**src/rtl/seqgen_pkg.sv**
```systemverilog
// Shared definitions for the serial sequence generator: FSM state encoding
// and the default pattern transmitted when the top is not overridden.
package seqgen_pkg;

  typedef enum logic [1:0] {
    S_IDLE   = 2'd0,
    S_SEND   = 2'd1,
    S_PARITY = 2'd2,
    S_DONE   = 2'd3
  } seqgen_state_e;

  localparam logic [3:0] DEFAULT_SEQUENCE   = 4'b1011;
  localparam int         DEFAULT_SEQ_LENGTH = 4;

endpackage

```
**src/rtl/sequence_generator.sv**
```systemverilog
// Serial transmitter: sends SEQUENCE MSB-first repeat_count times back-to-back.
// Define SEQGEN_PARITY_EN to append an even-parity bit after every sequence.
module sequence_generator
  import seqgen_pkg::*;
#(
  parameter int                    SEQ_LENGTH = DEFAULT_SEQ_LENGTH,
  parameter logic [SEQ_LENGTH-1:0] SEQUENCE   = DEFAULT_SEQUENCE,
  parameter int                    REPEAT_W   = 4
) (
  input  logic                clk,
  input  logic                reset,
  input  logic                start,
  input  logic [REPEAT_W-1:0] repeat_count,
  output logic                output_bit,
  output logic                bit_valid,
  output logic                busy,
  output logic                done
);

  localparam int                IDX_W    = $clog2(SEQ_LENGTH);
  localparam logic [IDX_W-1:0] LAST_IDX = IDX_W'(SEQ_LENGTH - 1);
`ifdef SEQGEN_PARITY_EN
  localparam logic PARITY_BIT = ^SEQUENCE;
`endif

  seqgen_state_e       state_q, state_d;
  logic [IDX_W-1:0]    idx_q, idx_d;
  logic [REPEAT_W-1:0] cnt_q, cnt_d;
  logic [REPEAT_W-1:0] cnt_dec;
  logic                bit_q, bit_d;
  logic                vld_q, vld_d;
  logic                busy_q, busy_d;
  logic                done_q, done_d;

  assign cnt_dec = cnt_q - REPEAT_W'(1);

  always_ff @(posedge clk or posedge reset) begin
    if (reset) begin
      state_q <= S_IDLE;
      idx_q   <= '0;
      cnt_q   <= '0;
      bit_q   <= 1'b0;
      vld_q   <= 1'b0;
      busy_q  <= 1'b0;
      done_q  <= 1'b0;
    end else begin
      state_q <= state_d;
      idx_q   <= idx_d;
      cnt_q   <= cnt_d;
      bit_q   <= bit_d;
      vld_q   <= vld_d;
      busy_q  <= busy_d;
      done_q  <= done_d;
    end
  end

  // Outputs are registered decodes of the current state, so each one
  // appears one cycle after the state that produces it.
  always_comb begin
    state_d = state_q;
    idx_d   = idx_q;
    cnt_d   = cnt_q;
    bit_d   = 1'b0;
    vld_d   = 1'b0;
    done_d  = 1'b0;
    case (state_q)
      S_IDLE: begin
        if (start) begin
          if (repeat_count != '0) begin
            state_d = S_SEND;
            cnt_d   = repeat_count;
            idx_d   = '0;
          end else begin
            state_d = S_DONE;
          end
        end
      end
      S_SEND: begin
        vld_d = 1'b1;
        bit_d = SEQUENCE[LAST_IDX - idx_q];
        if (idx_q == LAST_IDX) begin
          idx_d = '0;
          cnt_d = cnt_dec;
`ifdef SEQGEN_PARITY_EN
          state_d = S_PARITY;
`else
          if (cnt_dec == '0) state_d = S_DONE;
`endif
        end else begin
          idx_d = idx_q + IDX_W'(1);
        end
      end
      S_PARITY: begin
`ifdef SEQGEN_PARITY_EN
        vld_d   = 1'b1;
        bit_d   = PARITY_BIT;
        state_d = (cnt_q != '0) ? S_SEND : S_DONE;
`else
        state_d = S_IDLE;
`endif
      end
      S_DONE: begin
        done_d  = 1'b1;
        state_d = S_IDLE;
      end
      default: state_d = S_IDLE;
    endcase
    busy_d = vld_d;
  end

  assign output_bit = bit_q;
  assign bit_valid  = vld_q;
  assign busy       = busy_q;
  assign done       = done_q;

endmodule

```
**config.mk**
```make
export PLATFORM = sky130hd
export DESIGN_NAME = sequence_generator
export DESIGN_NICKNAME = d
export VERILOG_FILES = /design/src/rtl/seqgen_pkg.sv /design/src/rtl/sequence_generator.sv
export SDC_FILE = /design/constraint.sdc
export NUM_CORES = 1
export LEC_CHECK = 0
export CORE_UTILIZATION = 49
export DETAILED_ROUTE_END_ITERATION = 10
export GPL_ROUTABILITY_DRIVEN = 0
export PLACE_DENSITY = 0.78
export SYNTH_ARGS = -nofsm -noshare
export SYNTH_HDL_FRONTEND = slang
export SYNTH_SLANG_ARGS = --single-unit
```
**constraint.sdc**
```tcl
create_clock -name clk -period 1.8 [get_ports clk]
set_input_delay 0.36 -clock clk [delete_from_list [all_inputs] [get_ports clk]]
set_output_delay 0.36 -clock clk [all_outputs]
set_load 0.01 [all_outputs]
```
==> flow_summary.ini <==
[timing]
rsz0062_at_grt = no
hold_ws_ns = 0.364
post-route-period-util_pct = 83.9
hold_viol = 0
fmax_ghz = 0.662
setup_tns_ns = 0
fin_skew_ns = 0.00225
period_needed_ns = 1.51
worst_pin_slew_ns = 0.430
relSlewSlack_pct = 71.4
maxSlewViolCount = 0
finalSetupViolations = 0
final.setup.worst_slack_ns = 0.290

[final_layout]
layout_common_cells = dfrtp_1, clkdlybuf4s50_1, inv_1
final_common_cell = dfrtp_1
final_cell_area_um2 = 782
final_core_util_pct = 67.6
final_cell_count_no_fill = 90
final_nets = 88
diodes = 0
area_growth_syn_to_layout_pct = 22.1
drive_gt1_share_pct = 9.21

[route]
wl_mm = 1.37
viasPerCell = 5.94
antenna_left = 0
vias = 535
drtIter0Drc = 13
wl_per_cell_um = 15.2
drtPass1Iterations = 4
drc = 0

[critical_path]
slowest_delay_ns = 0.53
critPathArrivalTime_ns = 1.15
crit_chain = clkdlybuf4s50_1
crit_required_ns = 1.44
cp_num_buf_inv = 1
crit_type = reg2out
startpoint_type = flip-flop
crit_family = buffers and inverters
worstSetupEndpointType = output port
critPathMaxFanout = 2
slowest_stage = clkdlybuf4s50_1

[clock_tree]
postCtsSetupBuffers = 0
ctsHoldBuffers = 0
cts_sinks = 11
cts-root-buf = clkbuf_4
htreeDepth = 1
clk_path_buf_depth = 2
cts_tree = yes
post_cts_resize_count = 0
clk_latency_ns = 0.28
clk_pin_slew_ns = 0.08
cts_buffers = 3

[yosys]
synth_ff_type = dfrtp_1
synth_area_um2 = 641
yosysSeqAreaShare_pct = 43.0
synth_edf_count = 0
ys_types = 29
avgSynthCellArea_um2 = 10.2
ys_async_sr_fraction_pct = 100
ys_ff_latch = 11
yosysWarnings = 0
synthCells = 63
syn_nets = 74

[die]
die_w_um = 38.2
start_util_pct = 55.4
fp.dieH_um = 38.2
die-area_um2 = 1460
rows = 12
coreArea_um2 = 1160
io_pins = 11

[place]
dp_hpwl_um = 945
dpl-instance-area_um2 = 754
dp_slack_ns = 0.108
portBuffers = 10
dp_cells = 86

[grt]
first_global_vias = 516
use_met2_pct = 41.1
antenna_found_initial = 0
grt_first_pass_wirelength_mm = 2.20
groute.usage.overall_pct = 23.6
grtUsageMet3_pct = 5.23
grt_max_degree = 14
met1_usage_pct = 25.9
grt-busiest-layer = met2
overflow = 0

[pwr]
p_leak_nw = 0.348
vdd_drop_max_uv = 677
p_total_mw = 0.936
p_per_area_nw_per_um2 = 1200

[status]
outcome = finished clean

[worst_hold_path]
hp-class = in2async

[flow_run]
cap_violations = 0
==> cell type report <==
type,count,area (um2)
clock buffer,3,22.5
clock inverter,1,5.00
fill,95,374
inverter,7,26.3
multi-input combinational,42,320
sequential,11,275
tap,14,17.5
timing repair buffer,12,115
==> per-layer routing <==
layer  share of wire [%]  vias up  wire [um]
met5                   0        -          0
met4                 3.0        0         41
met3                 5.8        5         79
met2                  49       27        673
met1                  42      250        574
li1                    -      253          -
==> cells by family after synthesis <==
kind of cell | count (synthesis) | share of synthesized area, %
AO/OA/AOI/OAI | 17 | 18.2
adder cells (fa/ha/maj) | 4 | 7.81
XOR/XNOR | 2 | 2.73
AND/OR/NAND/NOR | 17 | 18.2
flip-flops | 11 | 43.0
buffers and inverters | 10 | 7.03
multiplexers | 2 | 3.13
==> final timing paths <==
check | start | end | slack (ns) | cells past startpoint
max | busy$_DFF_PP0_ | bit_valid | 0.29 | 1
min | reset | cnt_q[3]$_DFFE_PP0P_ | 0.36 | 2
max reg2reg | idx_q[0]$_DFFE_PP0P_ | cnt_q[1]$_DFFE_PP0P_ | 0.32 | 4
min reg2reg | cnt_q[1]$_DFFE_PP0P_ | cnt_q[1]$_DFFE_PP0P_ | 0.58 | 2
max in group asynchronous | reset | busy$_DFF_PP0_ | 1.15 | 2
min in group clk | cnt_q[1]$_DFFE_PP0P_ | cnt_q[1]$_DFFE_PP0P_ | 0.58 | 2
==> report_power, final <==
| part | switching [mW] | total [mW] | internal [mW] |
|---|---|---|---|
| clock | 0.0972 | 0.180 | 0.0825 |
| combinational | 0.188 | 0.382 | 0.194 |
| sequential | 0.0564 | 0.374 | 0.318 |
| total | 0.342 | 0.936 | 0.594 |
==> cells in the mapped netlist, types with 2 or more instances <==
library cell | instances | area [um2]
o211ai_1 | 2 | 15.0
ha_1 | 4 | 50.1
a32oi_1 | 2 | 17.5
nor3b_1 | 2 | 15.0
o21ai_0 | 3 | 15.0
or3_1 | 2 | 12.5
mux2i_1 | 2 | 20.0
dfrtp_1 | 11 | 275
nor2_1 | 4 | 15.0
a21oi_1 | 3 | 15.0
o22ai_1 | 2 | 12.5
inv_1 | 7 | 26.3
buf_4 | 2 | 15.0
xnor2_1 | 2 | 17.5
==> sequential cells by signal (all words and copies together) (netlist names) <==
| register | count |
|---|---|
| done | 1 |
| busy | 1 |
| idx_q | 2 |
| output_bit | 1 |
| cnt_q | 4 |
| state_q | 2 |
Note: power is estimated with default switching activity, not from simulation.
